==> config.mk <==
export PLATFORM = sky130hd
export DESIGN_NAME = diffeq_seq_controller
export DESIGN_NICKNAME = d
export VERILOG_FILES = /design/src/rtl/diffeq_seq_controller.sv
export SDC_FILE = /design/constraint.sdc
export NUM_CORES = 1
export LEC_CHECK = 0
export ABC_AREA = 1
export BUFFER_PORTS_ARGS = -buffer_cell sky130_fd_sc_hd__buf_2
export CORE_MARGIN = 2
export CORE_UTILIZATION = 53
export DETAILED_ROUTE_END_ITERATION = 10
export HOLD_SLACK_MARGIN = 0.12
export PLACE_DENSITY = 0.88
export SLEW_MARGIN = 20
export SYNTH_ARGS = -nofsm -noshare
export SYNTH_HDL_FRONTEND = slang
export SYNTH_SLANG_ARGS = --single-unit
==> constraint.sdc <==
create_clock -name clk -period 2.2 [get_ports clk]
set_clock_uncertainty 0.1 [all_clocks]
set_input_delay 0.55 -clock clk [delete_from_list [all_inputs] [get_ports clk]]
set_output_delay 0.55 -clock clk [all_outputs]
set_load 0.005 [all_outputs]
==> src/rtl/diffeq_seq_controller.sv <==
// Sequencing controller for the iterative diffeq solver datapath.
// It steers operand loads and steps through NUM_PHASES compute phases per iteration.
// Iterations repeat while continue_while holds, up to MAX_ITER.
// The result is offered with a valid/ack handshake, and back-to-back solves are allowed.
module diffeq_seq_controller #(
    parameter int NUM_OPERANDS = 4,
    parameter int NUM_PHASES   = 4,
    parameter int ITER_W       = 16,
    parameter int MAX_ITER     = 65535,
    localparam int PH_W        = (NUM_PHASES > 1) ? $clog2(NUM_PHASES) : 1
) (
    input  logic                    clk,
    input  logic                    reset,
    input  logic                    start,
    input  logic [NUM_OPERANDS-1:0] sel,
    input  logic                    ready,
    input  logic                    compute_done,
    input  logic                    continue_while,
    input  logic                    ack,
    output logic [NUM_OPERANDS-1:0] load,
    output logic [PH_W-1:0]         phase,
    output logic                    phase_start,
    output logic [ITER_W-1:0]       iter_count,
    output logic                    valid,
    output logic                    overflow,
    output logic [2:0]              state
);

    typedef enum logic [2:0] {
        S_IDLE    = 3'd0,
        S_LOAD    = 3'd1,
        S_COMPUTE = 3'd2,
        S_CHECK   = 3'd3,
        S_DONE    = 3'd4
    } state_t;

    localparam logic [NUM_OPERANDS-1:0] ONE_OP  = NUM_OPERANDS'(1);
    localparam logic [PH_W-1:0]         ONE_PH  = PH_W'(1);
    localparam logic [PH_W-1:0]         LAST_PH = PH_W'(NUM_PHASES - 1);
    localparam logic [ITER_W-1:0]       ONE_IT  = ITER_W'(1);
    localparam logic [ITER_W-1:0]       MAX_IT  = ITER_W'(MAX_ITER);

    state_t                  state_q, state_d;
    logic [NUM_OPERANDS-1:0] load_q, load_d;
    logic [PH_W-1:0]         phase_q, phase_d;
    logic                    phase_start_q, phase_start_d;
    logic [ITER_W-1:0]       iter_q, iter_d;
    logic                    valid_q, valid_d;
    logic                    overflow_q, overflow_d;

    // Next-state logic. Every output is computed here one cycle ahead so that the ports come straight from flops.
    always_comb begin
        state_d       = state_q;
        load_d        = '0;
        phase_d       = phase_q;
        phase_start_d = 1'b0;
        iter_d        = iter_q;
        valid_d       = valid_q;
        overflow_d    = overflow_q;
        case (state_q)
            S_IDLE: begin
                valid_d = 1'b0;
                if (start) begin
                    state_d    = S_LOAD;
                    iter_d     = '0;
                    overflow_d = 1'b0;
                end
            end
            S_LOAD: begin
                // Isolate the lowest set bit. A sel in the ready cycle still pulses next cycle.
                load_d = sel & (~sel + ONE_OP);
                if (ready) begin
                    state_d       = S_COMPUTE;
                    phase_d       = '0;
                    phase_start_d = 1'b1;
                end
            end
            S_COMPUTE: begin
                if (compute_done) begin
                    if (phase_q == LAST_PH) begin
                        state_d = S_CHECK;
                        phase_d = '0;
                        if (iter_q != MAX_IT) begin
                            iter_d = iter_q + ONE_IT;
                        end
                    end else begin
                        phase_d       = phase_q + ONE_PH;
                        phase_start_d = 1'b1;
                    end
                end
            end
            S_CHECK: begin
                if (continue_while && (iter_q < MAX_IT)) begin
                    state_d       = S_COMPUTE;
                    phase_d       = '0;
                    phase_start_d = 1'b1;
                end else begin
                    state_d = S_DONE;
                    valid_d = 1'b1;
                    if (continue_while) begin
                        overflow_d = 1'b1;
                    end
                end
            end
            S_DONE: begin
                valid_d = 1'b1;
                if (ack) begin
                    valid_d = 1'b0;
                    if (start) begin
                        state_d    = S_LOAD;
                        iter_d     = '0;
                        overflow_d = 1'b0;
                    end else begin
                        state_d = S_IDLE;
                    end
                end
            end
            default: begin
                state_d = S_IDLE;
                valid_d = 1'b0;
            end
        endcase
    end

    // State and output registers. Reset clears them immediately, even mid-solve.
    always_ff @(posedge clk or posedge reset) begin
        if (reset) begin
            state_q       <= S_IDLE;
            load_q        <= '0;
            phase_q       <= '0;
            phase_start_q <= 1'b0;
            iter_q        <= '0;
            valid_q       <= 1'b0;
            overflow_q    <= 1'b0;
        end else begin
            state_q       <= state_d;
            load_q        <= load_d;
            phase_q       <= phase_d;
            phase_start_q <= phase_start_d;
            iter_q        <= iter_d;
            valid_q       <= valid_d;
            overflow_q    <= overflow_d;
        end
    end

    assign load        = load_q;
    assign phase       = phase_q;
    assign phase_start = phase_start_q;
    assign iter_count  = iter_q;
    assign valid       = valid_q;
    assign overflow    = overflow_q;
    assign state       = state_q;

endmodule

==> impl_metrics.prom <==
# TYPE chip_impl_metric gauge
chip_impl_metric{name="worst-r2r-setup-slack",unit="ns"} 0.33
chip_impl_metric{name="ys.warnings.count",unit=""} 0
chip_impl_metric{name="drt.antenna.violating_nets",unit=""} 0
chip_impl_metric{name="dp_worst_setup_slack",unit="ns"} 0.382
chip_impl_metric{name="timing_worst_slew_pin_value",unit="ns"} 0.526
chip_impl_metric{name="power_density",unit="mW/mm²"} 873
chip_impl_info{name="crit_path_cell_trace",value="ha_1 -> nand2_1 -> nor2_2 -> nand2_2 -> nor2_4 -> nand2_2 -> nand2_4 -> inv_1 -> nand2_1 -> nand2_1"} 1
chip_impl_metric{name="dr_wl_cell",unit="µm"} 12.0
chip_impl_metric{name="drive_above_1_share",unit="%"} 21.2
chip_impl_info{name="clk_root_buffer_cell",value="sky130_fd_sc_hd__clkbuf_4"} 1
chip_impl_metric{name="synthesized_area_fraction_occupied_by_ao_oa_aoi_and_oai_cells",unit="%"} 7.63
chip_impl_metric{name="slowest_delay",unit="ns"} 0.46
chip_impl_metric{name="antenna_cells_inserted",unit=""} 0
chip_impl_info{name="crit_start",value="iter_count[0]"} 1
chip_impl_metric{name="cts_max_level",unit=""} 1
chip_impl_metric{name="final-instance-count-excl-fill",unit=""} 297
chip_impl_metric{name="fraction_of_the_mapped_netlist_area_in_adder_cells",unit="%"} 1.54
chip_impl_metric{name="total_via_count_after_detailed_routing",unit=""} 1543
chip_impl_metric{name="cts-buffers-inserted",unit=""} 3
chip_impl_info{name="cp-start-kind",value="flip-flop"} 1
chip_impl_metric{name="grt_pass1_wl",unit="mm"} 5.87
chip_impl_metric{name="start_util",unit="%"} 54.5
chip_impl_info{name="kind_of_capture_point_of_the_worst_setup_path",value="flip-flop"} 1
chip_impl_metric{name="floorplan.io_pins",unit=""} 39
chip_impl_metric{name="postLayoutSetupSlackWorst",unit="ns"} 0.327
chip_impl_metric{name="critPathArrivalTime",unit="ns"} 2.03
chip_impl_metric{name="synth-seq-area-share",unit="%"} 43.1
chip_impl_metric{name="cap_viol_max_count",unit=""} 0
chip_impl_info{name="synth_top_area_cell",value="sky130_fd_sc_hd__dfrtp_1"} 1
chip_impl_metric{name="vias_per_cell",unit=""} 5.20
chip_impl_metric{name="finalCritPeriodShare",unit="%"} 85.1
chip_impl_metric{name="number_of_cells_after_detailed_placement",unit=""} 293
chip_impl_metric{name="hold_viol_final",unit=""} 0
chip_impl_metric{name="portBuffers",unit=""} 38
chip_impl_metric{name="timing.fmax",unit="MHz"} 534
chip_impl_metric{name="critPathMaxFanout",unit=""} 22
chip_impl_metric{name="drt_pass1_iterations",unit=""} 4
chip_impl_info{name="synthTopCellsByArea",value="sky130_fd_sc_hd__dfrtp_1 43%, sky130_fd_sc_hd__nand2_1 18%, sky130_fd_sc_hd__nand3_1 5.9%"} 1
chip_impl_metric{name="synth-xor-area-share",unit="%"} 2.70
chip_impl_info{name="path_class",value="reg -> reg"} 1
chip_impl_metric{name="synth_nets",unit=""} 236
chip_impl_info{name="hold_wc_path_type",value="in -> async"} 1
chip_impl_metric{name="sum_neg_setup_slack",unit="ns"} 0
chip_impl_metric{name="drt_iter0_drc",unit=""} 110
chip_impl_info{name="regToRegEndpoint",value="iter_count[7]"} 1
chip_impl_metric{name="synth.lib_cells_used.distinct",unit=""} 24
chip_impl_metric{name="number_of_global_route_vias_before_repair",unit=""} 1298
chip_impl_metric{name="cellLeakagePower",unit="nW"} 0.981
chip_impl_metric{name="place.detailed.hpwl",unit="mm"} 2.54
chip_impl_metric{name="antenna_violations_before_repair",unit=""} 0
chip_impl_info{name="reg2reg_from",value="iter_count[0]"} 1
chip_impl_metric{name="grt_residual_overflow",unit=""} 0
chip_impl_metric{name="row_count",unit=""} 20
chip_impl_metric{name="avgSynthCellArea",unit="µm²"} 7.28
chip_impl_metric{name="filler_cell_count",unit=""} 270
chip_impl_metric{name="dpl_cell_area",unit="mm²"} 0.00184
chip_impl_metric{name="synth_area",unit="mm²"} 0.00162
chip_impl_info{name="tritoncts",value="yes"} 1
chip_impl_metric{name="finalMaxSlewViolations",unit=""} 0
chip_impl_metric{name="cts-root-to-sink-buffers",unit=""} 2
chip_impl_info{name="timing.critical_path.mode_cell",value="sky130_fd_sc_hd__nand2_1"} 1
chip_impl_metric{name="postSynthCellCount",unit=""} 223
chip_impl_metric{name="grt_max_degree",unit=""} 29
chip_impl_metric{name="insertion_delay",unit="ns"} 0.34
chip_impl_info{name="rsz_0062_raised_after_global_routing",value="false"} 1
chip_impl_metric{name="fp.dieArea",unit="mm²"} 0.00352
chip_impl_metric{name="number_of_synthesized_register_bits",unit=""} 28
chip_impl_info{name="outcome",value="completed"} 1
chip_impl_metric{name="synth_simple_gate_area_share",unit="%"} 38.3
chip_impl_metric{name="post_synth_mux_area_share",unit="%"} 0
chip_impl_metric{name="max-vdd-ir-drop",unit="µV"} 613
chip_impl_metric{name="post_cts_resized",unit=""} 0
chip_impl_metric{name="cts_setup_buffers",unit=""} 0
chip_impl_metric{name="gpl.final_weighted_congestion",unit=""} 0.877
chip_impl_metric{name="final-setup-viol-count",unit=""} 0
chip_impl_metric{name="route.detailed.drc",unit=""} 0
chip_impl_metric{name="ctsHoldBuffers",unit=""} 0
chip_impl_metric{name="core_area",unit="mm²"} 0.00298
chip_impl_metric{name="timing.max_slew.rel_slack",unit="%"} 64.7
chip_impl_metric{name="cts_num_sinks",unit=""} 28
chip_impl_info{name="combinational_family_with_the_most_area_after_synthesis",value="simple AND/OR/NAND/NOR gates"} 1
chip_impl_metric{name="grt.total_usage",unit="%"} 21.9
chip_impl_metric{name="area.growth.synth_to_final",unit="%"} 16.6
chip_impl_metric{name="clk_pin_slew",unit="ns"} 0.15
chip_impl_metric{name="fp.dieW",unit="µm"} 59.4
chip_impl_metric{name="yosys.area.top_type_share",unit="%"} 43.1
chip_impl_metric{name="chipHeight",unit="µm"} 59.4
chip_impl_metric{name="postLayoutCoreUtil",unit="%"} 63.6
chip_impl_metric{name="worstRegToRegCells",unit=""} 10
chip_impl_metric{name="layout.nets",unit=""} 278
chip_impl_metric{name="route.final.wire_length",unit="mm"} 3.56
chip_impl_metric{name="critPathRequiredTime",unit="ns"} 2.36
chip_impl_info{name="critical_path.slowest_cell",value="sky130_fd_sc_hd__dfrtp_1"} 1
chip_impl_metric{name="final_period_minus_worst_setup_slack",unit="ns"} 1.87
chip_impl_metric{name="postLayoutCellArea",unit="mm²"} 0.00189
worst max path at each step:
stage                     to  slack [ns]  cells past startpoint
3_3_place_gp        phase[1]        0.44                      8
5_1_grt        iter_count[7]        0.17                     10
2_1_floorplan  iter_count[9]        0.58                     10
3_5_place_dp   iter_count[7]        0.38                     10
6_report       iter_count[7]        0.33                     10
4_1_cts        iter_count[7]        0.35                     10
cells in the final DEF (no fill, tap or decap), types with 4 or more instances in the layout:
cell type and count:
sky130_fd_sc_hd__dfrtp_1 28, sky130_fd_sc_hd__inv_1 22, sky130_fd_sc_hd__buf_2 38, sky130_fd_sc_hd__nor2_1 24
sky130_fd_sc_hd__nand3_1 19, sky130_fd_sc_hd__xor2_1 5, sky130_fd_sc_hd__nand2_1 76, sky130_fd_sc_hd__nand2_2 4
sky130_fd_sc_hd__nor2_2 4, sky130_fd_sc_hd__o21ai_1 16
stage by stage:
stage | hold WS, ns | power (W)
floorplan | 0.364 | 0.00117
global placement | 0.372 | 0.00129
detailed placement | 0.382 | 0.00131
CTS | 0.149 | 0.00165
global route | 0.166 | 0.00177
finish | 0.135 | 0.00165
cell families (layout without fill, tap and decap cells):
| family | after synthesis | in the layout |
|---|---|---|
| simple gates | 140 | 140 |
| xor+xnor | 5 | 5 |
| fa+ha+maj | 2 | 2 |
| compound gates | 23 | 23 |
| flops | 28 | 28 |
| buf+inv | 25 | 66 |
critical path: cells and delay by family, from the launching register on:
| family | cells | cell delay, ns |
|---|---|---|
| fa+ha+maj | 1 | 0.24 |
| buf+inv | 1 | 0.09 |
| flops | 1 | 0.46 |
| simple gates | 8 | 0.89 |
state kept, by name, summed over array words and instances (netlist names):
signal and cells:
state 3, overflow 1, phase_start 1, valid 1
phase 2, iter_count 16, load 4
layer usage:
metal	wire length (µm)	global-route usage [%]
met2	1700	36.9
met3	158	2.84
met1	1650	28.7
met5	0	0
met4	60	7.79
final cells by class:
| class | instances | area [µm²] | area share (%) |
|---|---|---|---|
| flip-flops and latches | 28 | 701 | 37.0 |
| well taps | 33 | 41.3 | 2.18 |
| inverters | 23 | 86.3 | 4.56 |
| clock buffers | 3 | 22.5 | 1.19 |
| multi-input cells | 170 | 815 | 43.0 |
| repair buffers | 39 | 198 | 10.4 |
| clock inverters | 1 | 30.0 | 1.59 |
power breakdown:
part	internal, W	switching, W
Sequential	0.000593	0.0000713
Combinational	0.000208	0.000433
Clock	0.000185	0.000162
Total	0.000986	0.000667
cell usage after synthesis, drive strengths merged:
cell type and number:
a31oi 1, and2 3, buf 2, dfrtp 28, ha 2, inv 23, nand2 81, nand3 20
nand3b 3, nand4 1, nor2 30, nor3 2, o211ai 1, o21ai 18, o21bai 1, o22ai 2
xor2 5
Power figures use the tool's default switching activity.
